<file path="src/rtl/vect_pkg.sv">
// Shared types and sizing for the vector lane packer.
package vect_pkg;
   localparam int unsigned LANE_W    = 8;
   localparam int unsigned NUM_LANES = 4;
   localparam int unsigned VECT_W    = 32;
   localparam int unsigned IDX_W     = $clog2(NUM_LANES);

   typedef logic [IDX_W-1:0] lane_idx_t;

   typedef enum logic [1:0] {
      VP_IDLE,
      VP_COLLECT,
      VP_WRITE
   } vp_state_t;

   localparam lane_idx_t LAST_LANE = lane_idx_t'(NUM_LANES - 1);
endpackage

</file>
<file path="src/rtl/vect_lane_sel.sv">
// Next-enabled-lane finder: returns the lowest set bit of cand. Used only when
// the packer is built with VPACK_MASK_EN.
module vect_lane_sel
   import vect_pkg::*;
(
   input  logic [NUM_LANES-1:0] cand,
   output logic                 found,
   output lane_idx_t            idx
);
   always_comb begin
      found = 1'b0;
      idx   = '0;
      // Scan downwards so the lowest enabled lane is the last one to win.
      for (int unsigned i = NUM_LANES; i > 0; i--) begin
         if (cand[i-1]) begin
            found = 1'b1;
            idx   = lane_idx_t'(i - 1);
         end
      end
   end
endmodule

</file>
<file path="src/rtl/vect_lane_packer.sv">
// Packs NUM_LANES lane results (lane 0 in the MSB byte) into one vector word and
// strobes XWrite. Optional lane masking is enabled by defining VPACK_MASK_EN.
module vect_lane_packer
   import vect_pkg::*;
(
   input  logic                 clock,
   input  logic                 reset,
   input  logic                 start,
   input  logic                 flush,
   input  logic                 lane_valid,
   input  logic [LANE_W-1:0]    lane_data,
`ifdef VPACK_MASK_EN
   input  logic [NUM_LANES-1:0] lane_mask,
`endif
   output logic                 lane_ready,
   output logic [VECT_W-1:0]    vectoutwire,
   output logic                 XWrite,
   output logic                 busy,
   output logic                 done
);
   vp_state_t         state_q, state_d;
   lane_idx_t         lane_idx_q, lane_idx_d;
   logic [VECT_W-1:0] vect_q, vect_d;
   logic              lane_ready_q, lane_ready_d;
   logic              busy_q, busy_d;
   logic              xwrite_q, xwrite_d;
   logic              done_q, done_d;
   logic              accept;

`ifdef VPACK_MASK_EN
   logic [NUM_LANES-1:0] mask_q, mask_d;
   logic [NUM_LANES-1:0] sel_cand;
   logic                 sel_found;
   lane_idx_t            sel_idx;

   // From IDLE search the incoming mask; in COLLECT only lanes above the current one.
   always_comb begin
      sel_cand = '0;
      for (int unsigned i = 0; i < NUM_LANES; i++) begin
         if (state_q == VP_IDLE) sel_cand[i] = lane_mask[i];
         else                    sel_cand[i] = mask_q[i] && (lane_idx_t'(i) > lane_idx_q);
      end
   end

   vect_lane_sel u_sel (
      .cand  (sel_cand),
      .found (sel_found),
      .idx   (sel_idx)
   );
`endif

   assign accept = lane_valid && lane_ready_q;

   always_comb begin
      state_d    = state_q;
      lane_idx_d = lane_idx_q;
      vect_d     = vect_q;
      xwrite_d   = 1'b0;
      done_d     = 1'b0;
`ifdef VPACK_MASK_EN
      mask_d     = mask_q;
`endif
      case (state_q)
         VP_IDLE: begin
            if (!flush && start) begin
               vect_d     = '0;
               lane_idx_d = '0;
`ifdef VPACK_MASK_EN
               mask_d = lane_mask;
               if (sel_found) begin
                  lane_idx_d = sel_idx;
                  state_d    = VP_COLLECT;
               end else begin
                  state_d = VP_WRITE;
                  done_d  = 1'b1;
               end
`else
               state_d = VP_COLLECT;
`endif
            end
         end
         VP_COLLECT: begin
            if (flush) begin
               state_d    = VP_IDLE;
               lane_idx_d = '0;
            end else if (accept) begin
               for (int unsigned i = 0; i < NUM_LANES; i++) begin
                  if (lane_idx_t'(i) == lane_idx_q)
                     vect_d[(NUM_LANES-1-i)*LANE_W +: LANE_W] = lane_data;
               end
`ifdef VPACK_MASK_EN
               if (sel_found) begin
                  lane_idx_d = sel_idx;
               end else begin
                  state_d    = VP_WRITE;
                  lane_idx_d = '0;
                  xwrite_d   = 1'b1;
                  done_d     = 1'b1;
               end
`else
               if (lane_idx_q == LAST_LANE) begin
                  state_d    = VP_WRITE;
                  lane_idx_d = '0;
                  xwrite_d   = 1'b1;
                  done_d     = 1'b1;
               end else begin
                  lane_idx_d = lane_idx_q + lane_idx_t'(1);
               end
`endif
            end
         end
         default: begin
            state_d    = VP_IDLE;
            lane_idx_d = '0;
         end
      endcase
      lane_ready_d = (state_d == VP_COLLECT);
      busy_d       = (state_d != VP_IDLE);
   end

   always_ff @(posedge clock) begin
      if (reset) begin
         state_q      <= VP_IDLE;
         lane_idx_q   <= '0;
         vect_q       <= '0;
         lane_ready_q <= 1'b0;
         busy_q       <= 1'b0;
         xwrite_q     <= 1'b0;
         done_q       <= 1'b0;
`ifdef VPACK_MASK_EN
         mask_q       <= '0;
`endif
      end else begin
         state_q      <= state_d;
         lane_idx_q   <= lane_idx_d;
         vect_q       <= vect_d;
         lane_ready_q <= lane_ready_d;
         busy_q       <= busy_d;
         xwrite_q     <= xwrite_d;
         done_q       <= done_d;
`ifdef VPACK_MASK_EN
         mask_q       <= mask_d;
`endif
      end
   end

   // A flush arriving during the WRITE cycle must still cancel that cycle's strobes.
   assign XWrite      = xwrite_q && !flush;
   assign done        = done_q && !flush;
   assign lane_ready  = lane_ready_q;
   assign busy        = busy_q;
   assign vectoutwire = vect_q;
endmodule

</file>
<file path="config.mk">
export PLATFORM = sky130hd
export DESIGN_NAME = vect_lane_packer
export DESIGN_NICKNAME = d
export VERILOG_FILES = /design/src/rtl/vect_pkg.sv /design/src/rtl/vect_lane_sel.sv /design/src/rtl/vect_lane_packer.sv
export SDC_FILE = /design/constraint.sdc
export NUM_CORES = 1
export LEC_CHECK = 0
export ABC_AREA = 0
export BUFFER_PORTS_ARGS = -buffer_cell sky130_fd_sc_hd__buf_2
export CAP_MARGIN = 5
export CORE_MARGIN = 1.5
export CORE_UTILIZATION = 54
export CTS_CLUSTER_DIAMETER = 80
export DETAILED_ROUTE_END_ITERATION = 7
export MAX_ROUTING_LAYER = met4
export PLACE_DENSITY = 0.85
export RECOVER_POWER = 50
export SETUP_SLACK_MARGIN = 0.15
export SLEW_MARGIN = 25
export SYNTH_ARGS = -nofsm -noshare
export SYNTH_HDL_FRONTEND = slang
export SYNTH_HIERARCHICAL = 1
export SYNTH_SLANG_ARGS = --single-unit
</file>
<file path="constraint.sdc">
create_clock -name clock -period 2.4 [get_ports clock]
set_input_delay 0 -clock clock [delete_from_list [all_inputs] [get_ports clock]]
set_output_delay 0 -clock clock [all_outputs]
set_load 0.02 [all_outputs]
</file>
# After elaboration in Yosys (flattened, before gate mapping)
# Index checks and enable logic that the tools add are counted.
# word_totals
ff_bits	39
word_cells	59
output_inout_bits	36
# op_classes
addsub	1
muxes	19
n_bitwise	2
n_eq_ne	14
n_reduce_logical	14
# ops
cell	n
$mux W32	3
$pmux W32 S2	1
$mux W8	4
$reduce_and A5 Y1	4
$mux W2	8
$ne A2 B2 Y1 const B	7
$pmux W2 S2	2
$eq A2 B1 Y1 const B	2
$eq A2 B2 Y1 const A	2
$logic_not A2 Y1	2
$reduce_bool A2 Y1	2
$reduce_or A4 Y1	1
$logic_and A1 B1 Y1	3
$ne A3 B3 Y1 const B	1
$add A2 B1 Y2 const B	1
$eq A1 B2 Y1 const A	1
$eq A2 B2 Y1 const B	1
$not A1 Y1	2
$reduce_and A2 Y1	1
$logic_not A1 Y1	1
$mux W1	1

# Depth between registers and ports, before layout
# Gate-level depths: netlist of run 1.
# depth
word_depth	6
mapped_depth	5
ltp_nobuf	5

# Worst setup path after synthesis of run 1
# Ideal clock, no wire load.
# synth_path
path_type	register to register
startpoint	register state_q[0]
endpoint	register vect_q[0], in the netlist vectoutwire[0]
n_path_buf	1
stages_incl_launch_ff	5
arrival_time_ns	1.507
setup_time_ns	0.072
required_time_ns	2.328
path_slack_ns	0.821
cell_sequence	dfxtp_1 -> or3b_1 -> buf_6 -> a221oi_4 -> mux2i_1
# synth_between
elab_chain_len	3
elab_cells_between_ends	9
# synth_rtl
item	line	text
from (decl)	vect_lane_packer.sv:21	vp_state_t state_q, state_d;
from (signal assigned)	vect_lane_packer.sv:134	state_q <= state_d;
$eq A2 B1 Y1 / $logic_not A2 Y1 (equally long branches)	vect_lane_packer.sv:63	case (state_q)
$ne A2 B2 Y1 (no line) / $reduce_bool A2 Y1 (equally long branches)	--	
$reduce_and A5 Y1 (no line)	--	
to (signal assigned)	vect_lane_packer.sv:136	vect_q <= vect_d;
to (decl)	vect_lane_packer.sv:23	logic [VECT_W-1:0] vect_q, vect_d;
# Parallel ways exist; a longest one is shown, timed or not.
# A chain may end at the register's enable or synchronous reset.

# Final worst setup path of run 1
# layout_path
startpoint	input flush
endpoint	register vect_q[22], in the netlist vectoutwire[22]
# layout_between
elab_chain_len	4
elab_cells_between_ends	5
# layout_rtl
item	line	text
from (decl)	vect_lane_packer.sv:9	input logic flush,
$logic_not A1 Y1	vect_lane_packer.sv:65	if (!flush && start) begin
$logic_and A1 B1 Y1	vect_lane_packer.sv:65	
$ne A2 B2 Y1 (no line)	--	
$reduce_and A5 Y1 (no line) *	--	
# Mark *: on every way between the ends. The rest lies on a longest branch, timed or not.

==> results of run 1 <==
## metal layers
metal	vias up	track usage (%)	wire, um	share of wire [%]
met2	34	36.7	1860	51
met5	-	-	0	0
li1	644	-	-	-
met3	8	4.80	139	3.8
met4	0	10.1	60	1.6
met1	609	27.4	1590	44
## through the flow
stage	hold slack (ps)	setup slack [ps]	cell area [um^2]
after floorplan	78.7	821	1700
after global placement	273	615	1960
after detailed placement	282	564	1960
after CTS	0.480	484	2080
after global routing	5.58	377	2040
final	-0.420	460	2040
## logic make-up after synthesis
family	Yosys count	share of synthesized area [%]
multiplexers	32	18.8
AND/OR/NAND/NOR	61	21.3
AO/OA/AOI/OAI	8	7.87
buffers and inverters	11	3.16
adder cells (fa/ha/maj)	4	2.94
flip-flops	39	45.9
## state kept, by name, summed over array words and instances (netlist names)
register and cells:
busy 1, lane_ready 1, vectoutwire 32, lane_idx_q 2, done_q 1, state_q 2
## worst reg2reg max path: stages (launching register included)
cell	delay, ps
dfxtp_1	330
or3b_1	530
a221oi_4	640
mux2i_1	280
## Yosys cell counts (all sizes together), types with 2 or more instances
library cell | n | area share (%)
nand2 | 13 | 2.9
and2 | 3 | 1.1
nor4 | 4 | 1.5
mux2i | 32 | 19
nor2 | 2 | 0.44
a221oi | 4 | 6.2
inv | 3 | 0.66
nand2b | 32 | 12
ha | 4 | 2.9
dfxtp | 39 | 46
nand4b | 2 | 1.0
clkbuf | 5 | 1.1
buf | 3 | 1.4
## layout make-up
cell class / count / area (um^2) / area share, %
multi-input combinational: 105 / 867 / 42.4
sequential: 39 / 781 / 38.2
timing repair buffer: 56 / 273 / 13.3
tap: 44 / 55.1 / 2.69
clock buffer: 5 / 37.5 / 1.84
clock inverter: 3 / 20.0 / 0.979
inverter: 3 / 11.3 / 0.551
## worst paths after layout
check / startpoint / endpoint / slack [ps] / cells after the start
max: flush / vectoutwire[22] / 460 / 5
min: lane_data[5] / vectoutwire[5] / -0.4 / 3
max reg2reg: state_q[0] / vectoutwire[22] / 530 / 3
min reg2reg: vectoutwire[12] / vectoutwire[12] / 480 / 2
## placed cells by master, fill, tap and decap left out, drive strengths merged, types with 2 or more instances in the layout
master | synthesis | routed
clkbuf | 5 | 41
dfxtp | 39 | 39
nand2b | 32 | 32
mux2i | 32 | 32
nand2 | 13 | 13
buf | 3 | 13
dlygate4sd3 | 0 | 7
nor4 | 4 | 4
a221oi | 4 | 4
ha | 4 | 4
inv | 3 | 3
and2 | 3 | 3
nor2 | 2 | 2
nand4b | 2 | 2
clkinvlp | 0 | 2
## power by group
part           internal (mW)  switching, mW
registers              0.656        0.00523
clock network          0.112          0.229
logic                 0.0555         0.0641
total                  0.824          0.298
==> impl_metrics.json, run 1 <==
{
  "utilization_pct": 67.5,
  "dr.first_iter.drc_count": 29,
  "cts_tree": "built",
  "drc_errors": 0,
  "max_cap_violations": 0,
  "timing.critical_path.from_type": "primary input",
  "clockRootBuffer": "clkbuf_4",
  "postSynthRegisterBits": 39,
  "worst-endpoint-arrival_ps": 2200,
  "antenna_cells_inserted": 0,
  "synth.yosys.warnings": 6,
  "cts_htree_levels": 2,
  "num_rows": 20,
  "grtUsageTotal_pct": 22.8,
  "cpMaxStageDelayCell": "a221oi_4",
  "rsz0062_at_grt": "false",
  "dp.cells": 240,
  "yosysSeqAreaShare_pct": 45.9,
  "timing_worst_setup_path_type": "in2reg",
  "fillers": 272,
  "tritoncts.num_buffers": 5,
  "final_cells": 255,
  "maxSlewHeadroom_pct": 56.3,
  "die_w_um": 59.1,
  "worstHoldPathType": "in2reg",
  "maxSlewViolCount": 0,
  "grt_start_max_net_pins": 39,
  "timing.critical_path.required_ps": 2660,
  "synthDistinctLibCells": 24,
  "final_nets": 227,
  "design_power_total_mw": 1.12,
  "place.detailed.hpwl_um": 2570,
  "synth-edff-count": 0,
  "numClockSinks": 39,
  "grt.overflow.total": 0,
  "cells_traversed_along_the_worst_timing_path": "dlygate4sd3_1 > buf_2 > or3b_1 > a221oi_4 > mux2i_1",
  "drive_gt1_share_pct": 12.8,
  "detail_route.first_pass.iterations": 4,
  "final_antenna_net_count": 0,
  "postCtsHoldBufs": 6,
  "ys_dominant_reg_cell": "dfxtp_1",
  "dieArea_um2": 3500,
  "routedWlPerCell_um": 14.3,
  "synthesis.instances": 155,
  "post-route-period-util_pct": 80.8,
  "final-hold-violation-count": 1,
  "globalplace.congestion": 0.744,
  "synth.cell_area_um2": 1700,
  "timing.critical_path.max_delay_family": "buffers and inverters",
  "initial_core_utilization_pct": 56.2,
  "critical_path.n_buffers_inverters": 2,
  "timing_worst_slew_pin_value_ps": 656,
  "result_of_the_run": "finished with violations",
  "floorplan.io_pins": 49,
  "p_per_area_nw_per_um2": 549,
  "port_buffers": 48,
  "cts.repair.resized": 0,
  "clkTransAtPathRegs_ps": 130,
  "synth_to_final_area_change_pct": 20.1,
  "power.leakage_nw": 0.745,
  "ir_worst_vdd_mv": 0.380,
  "grt_pass1_wl_um": 5780,
  "clock_insertion_delay_worst_skew_ps": 350,
  "critical_path.max_stage_delay_ps": 640,
  "syn-num-nets": 172,
  "cp_max_fo": 9,
  "routed_wirelength_um": 3650,
  "post-cts-setup-buffers": 0,
  "violated_checks": "hold timing",
  "antenna_violations_before_repair": 0,
  "critical_path.endpoint_type": "flip-flop",
  "fp.coreArea_um2": 3030,
  "synthesized_area_per_cell_um2": 11.0,
  "achievable-frequency_ghz": 0.515,
  "finalHoldWorstSlack_ps": -0.420,
  "timing.setup.tns_ps": 0,
  "vias_per_cell": 5.08,
  "timing.final.setup_violations": 0,
  "ys_async_sr_fraction_pct": 0,
  "vias": 1295,
  "final_critical_path_time_including_i_o_delays_and_setup_ps": 1940,
  "clock_tree.buffer_depth": 2,
  "dieHeight_um": 59.1,
  "worst_clock_skew_on_the_final_layout_ps": 13.2,
  "first_global_vias": 1233
}
Power figures use the tool's default switching activity.
==> inputs of run 2 (changes only) <==
- CORE_UTILIZATION: 54 -> 51
- PLACE_DENSITY: 0.85 -> 0.81
- clock period: 2.4 -> 1.8 ns (I/O delays scaled with it)
==> impl_metrics.json, run 2 (synthesized netlist as in run 1, its figures left out) <==
{
  "post-route-worst-setup-slack_ps": 195,
  "fp.coreArea_um2": 3100,
  "first_global_vias": 1251,
  "timing.critical_path.required_ps": 2070,
  "dp.cells": 248,
  "p_per_area_nw_per_um2": 769,
  "die_w_um": 60.8,
  "dieArea_um2": 3690,
  "dr.first_iter.drc_count": 31,
  "power.leakage_nw": 0.843,
  "final_nets": 239,
  "grtUsageTotal_pct": 22.3,
  "post-route-period-util_pct": 89.2,
  "drive_gt1_share_pct": 17.0,
  "vias": 1328,
  "place_area_um2": 2020,
  "cp_max_fo": 9,
  "design_power_total_mw": 1.69,
  "grt.overflow.total": 0,
  "tritoncts.num_buffers": 5,
  "synth_to_final_area_change_pct": 29.1,
  "vias_per_cell": 4.97,
  "dieHeight_um": 60.8,
  "maxSlewHeadroom_pct": 65.5,
  "cts_htree_levels": 2,
  "clock_insertion_delay_worst_skew_ps": 340,
  "routed_wirelength_um": 3760,
  "final_cells": 267,
  "timing.critical_path.max_delay_family": "buffers and inverters",
  "finalHoldWorstSlack_ps": 21.8,
  "critical_path.max_stage_delay_ps": 540,
  "drc_errors": 0,
  "pre_cts_ws_ps": 137,
  "num_rows": 20,
  "grt_pass1_wl_um": 5800,
  "maxSlewViolCount": 0,
  "cts_tree": "built",
  "grt_start_max_net_pins": 39,
  "number_of_flip_flops_in_the_largest_register": 32,
  "critical_path.n_buffers_inverters": 3,
  "worst-endpoint-arrival_ps": 1880,
  "clock_tree.buffer_depth": 2,
  "numClockSinks": 39,
  "cpMaxStageDelayCell": "dlygate4sd3_1",
  "globalplace.congestion": 0.893,
  "cells_traversed_along_the_worst_timing_path": "dlygate4sd3_1 > buf_2 > or3b_4 > a221oi_4 > buf_4 > mux2i_1",
  "ir_worst_vdd_mv": 0.579,
  "detail_route.first_pass.iterations": 4,
  "timing.final.setup_violations": 0,
  "routedWlPerCell_um": 14.1,
  "final_common_cell": "dfxtp_1",
  "antenna_cells_inserted": 0,
  "result_of_the_run": "complete, no violations",
  "max_cap_violations": 0,
  "final_critical_path_time_including_i_o_delays_and_setup_ps": 1610,
  "timing_worst_setup_path_type": "in2reg",
  "rsz0062_at_grt": "true",
  "port_buffers": 48,
  "floorplan.io_pins": 49,
  "final-hold-violation-count": 0,
  "final_antenna_net_count": 0,
  "timing_worst_slew_pin_value_ps": 518,
  "place.detailed.hpwl_um": 2580,
  "critical_path.endpoint_type": "flip-flop",
  "layout.cells.most_common_list": "39 x dfxtp_1, 36 x clkbuf_1, 32 x nand2b_1, 32 x mux2i_1, 13 x nand2_1",
  "worstHoldPathType": "in2reg",
  "antenna_violations_before_repair": 0,
  "worst_clock_skew_on_the_final_layout_ps": 5.85,
  "initial_core_utilization_pct": 54.8,
  "layout.cell_area.non_filler_um2": 2200,
  "clkTransAtPathRegs_ps": 120,
  "timing.critical_path.from_type": "primary input",
  "utilization_pct": 70.8,
  "clockRootBuffer": "clkbuf_4",
  "achievable-frequency_ghz": 0.623,
  "timing.setup.tns_ps": 0
}
## run 2: cell type report
cell class                 instances  area [um^2]
sequential                        39          781
multi-input combinational        105          885
clock inverter                     2         35.0
clock buffer                       6         51.3
tap                               44         55.1
inverter                           3         11.3
fill                             252          906
timing repair buffer              68          379
## run 2: report_power, final
group / internal [mW] / total (mW) / switching [mW]
registers: 0.875 / 0.882 / 0.00696
logic: 0.0946 / 0.187 / 0.0923
clock network: 0.328 / 0.621 / 0.293
total: 1.30 / 1.69 / 0.392
## run 2: path summary, 6_finish.rpt
check / from / end / slack, ps / cells past startpoint
max: flush / vectoutwire[19] / 190 / 6
min: lane_data[5] / vectoutwire[5] / 20 / 3
max reg2reg: state_q[0] / vectoutwire[19] / 270 / 4
min reg2reg: vectoutwire[10] / vectoutwire[10] / 480 / 2
## run 2: tightest hold or removal path, cell delays in order
cell	delay [ps]
buf_2	100
nand2_1	130
mux2i_1	90
## run 2: routing by layer
metal / wire [um] / vias to the layer above / track usage [%]
li1: - / 664 / -
met1: 1700 / 623 / 27.9
met2: 1840 / 32 / 33.8
met3: 139 / 9 / 6.61
met4: 76 / 0 / 8.70
met5: 0 / - / -
## run 2: timing repair
item                       4_1_cts  5_1_grt
hold endpoints to repair        23        0
buffers inserted                 0        2
setup endpoints to repair        5       32
gates resized for setup          1        5
hold buffers                     9        0
==> inputs of run 3 (changes only) <==
- CORE_ASPECT_RATIO: default -> 0.5
==> impl_metrics.json, run 3 (synthesized netlist as in run 1, its figures left out) <==
{
  "routedWlPerCell_um": 14.8,
  "clkTransAtPathRegs_ps": 70,
  "post-route-period-util_pct": 86.7,
  "timing.critical_path.from_type": "flip-flop",
  "first_global_vias": 1304,
  "timing.final.setup_violations": 0,
  "numClockSinks": 39,
  "maxSlewHeadroom_pct": 63.6,
  "timing.critical_path.required_ps": 2020,
  "synth_to_final_area_change_pct": 24.7,
  "grt_start_max_net_pins": 39,
  "worst_r2r_path_depth": 4,
  "final_antenna_net_count": 0,
  "vias": 1328,
  "post-cts-setup-buffers": 0,
  "cells_traversed_along_the_worst_timing_path": "or3b_4 > a221oi_4 > buf_4 > mux2i_1",
  "power.leakage_nw": 0.794,
  "critical_path.max_stage_delay_ps": 460,
  "drive_gt1_share_pct": 15.6,
  "antenna_cells_inserted": 0,
  "cpMaxStageDelayCell": "or3b_4",
  "max_cap_violations": 0,
  "layout.cell_area.non_filler_um2": 2120,
  "worst-endpoint-arrival_ps": 1780,
  "tritoncts.num_buffers": 5,
  "clock_insertion_delay_worst_skew_ps": 300,
  "critical_path.endpoint_type": "flip-flop",
  "cp_max_fo": 6,
  "detail_route.first_pass.iterations": 4,
  "dr.first_iter.drc_count": 60,
  "final_critical_path_time_including_i_o_delays_and_setup_ps": 1560,
  "final_nets": 228,
  "fp.coreArea_um2": 3080,
  "grt.overflow.total": 0,
  "timing_worst_setup_path_type": "reg2reg",
  "place.detailed.hpwl_um": 2600,
  "worstHoldPathType": "in2reg",
  "cts_tree": "built",
  "clock_tree.buffer_depth": 2,
  "ir_worst_vdd_mv": 0.625,
  "final-hold-violation-count": 0,
  "cts_htree_levels": 2,
  "grtUsageTotal_pct": 22.4,
  "final_common_cell": "dfxtp_1",
  "timing_worst_slew_pin_value_ps": 546,
  "achievable-frequency_ghz": 0.641,
  "fillers": 252,
  "floorplan.io_pins": 49,
  "globalplace.congestion": 0.812,
  "result_of_the_run": "complete, no violations",
  "place_area_um2": 2000,
  "worstHoldPathCells": 3,
  "p_per_area_nw_per_um2": 901,
  "antenna_violations_before_repair": 0,
  "timing.critical_path.max_delay_family": "simple AND/OR/NAND/NOR gates",
  "initial_core_utilization_pct": 55.2,
  "timing.setup.tns_ps": 0,
  "dieArea_um2": 3710,
  "grt_pass1_wl_um": 6070,
  "vias_per_cell": 5.27,
  "rsz0062_at_grt": "false",
  "finalHoldWorstSlack_ps": 12.1,
  "drc_errors": 0,
  "layout.cells.most_common_list": "39 x dfxtp_1, 37 x clkbuf_1, 32 x nand2b_1, 32 x mux2i_1, 13 x nand2_1",
  "utilization_pct": 68.8,
  "routed_wirelength_um": 3740,
  "number_of_flip_flops_in_the_largest_register": 32,
  "dieHeight_um": 43.8,
  "critical_path_depth": 4,
  "maxSlewViolCount": 0,
  "clockRootBuffer": "clkbuf_8",
  "port_buffers": 48,
  "critical_path.n_buffers_inverters": 1,
  "worst_clock_skew_on_the_final_layout_ps": 6.66,
  "die_w_um": 84.7,
  "num_rows": 14
}
## run 3: cell types whose count changed in the layout (fill, tap and decap cells not counted), sizes merged
cell         previous run  this run
clkinv                  1         0
dlygate4sd3             9         2
bufinv                  1         2
buf                    23        19
## run 3: per-layer routing
| metal | track usage [%] | routed length (um) | share of wire (%) |
|---|---|---|---|
| met5 | - | 0 | 0 |
| met4 | 12.3 | 45 | 1.2 |
| met3 | 6.86 | 220 | 5.9 |
| met2 | 34.9 | 1800 | 48 |
| met1 | 26.3 | 1670 | 45 |
## run 3: repair_timing
item,in CTS,in global routing
hold buffers,2,0
endpoints found under the hold margin,2,0
endpoints found under the setup margin,16,30
resized for setup,1,2
cloned,0,0
## run 3: cell type report
cell class              instances  area [um^2]  area share, %
well taps                      40         50.0           2.36
inverters                       3         11.3          0.531
clock buffers                   6         72.6           3.42
multi-input cells             105          876           41.3
clock inverters                 2         60.1           2.83
repair buffers                 57          272           12.8
flip-flops and latches         39          781           36.8
## run 3: power breakdown
part	internal (mW)	switching, mW	total (mW)
registers	0.874	0.00658	0.881
logic	0.0777	0.0884	0.166
clock network	0.554	0.312	0.866
## run 3: tightest hold or removal path, cell delays in order
cell    delay [ps]
buf_2          100
nor2_1          80
nor4_1          70
## run 3: final timing paths
| path | start | endpoint | slack [ps] |
|---|---|---|---|
| min reg2reg | vectoutwire[14] | vectoutwire[14] | 480 |
| max reg2reg | state_q[0] | vectoutwire[31] | 240 |
| min | start | busy | 10 |
| max | state_q[0] | vectoutwire[31] | 240 |
## run 3: through the flow
step	power (mW)	std cells	setup slack, ps
2_1_floorplan	1.01	155	221
3_3_place_gp	1.06	242	195
3_5_place_dp	1.06	242	104
4_1_cts	1.93	252	210
5_1_grt	1.98	252	186
6_report	1.91	252	240
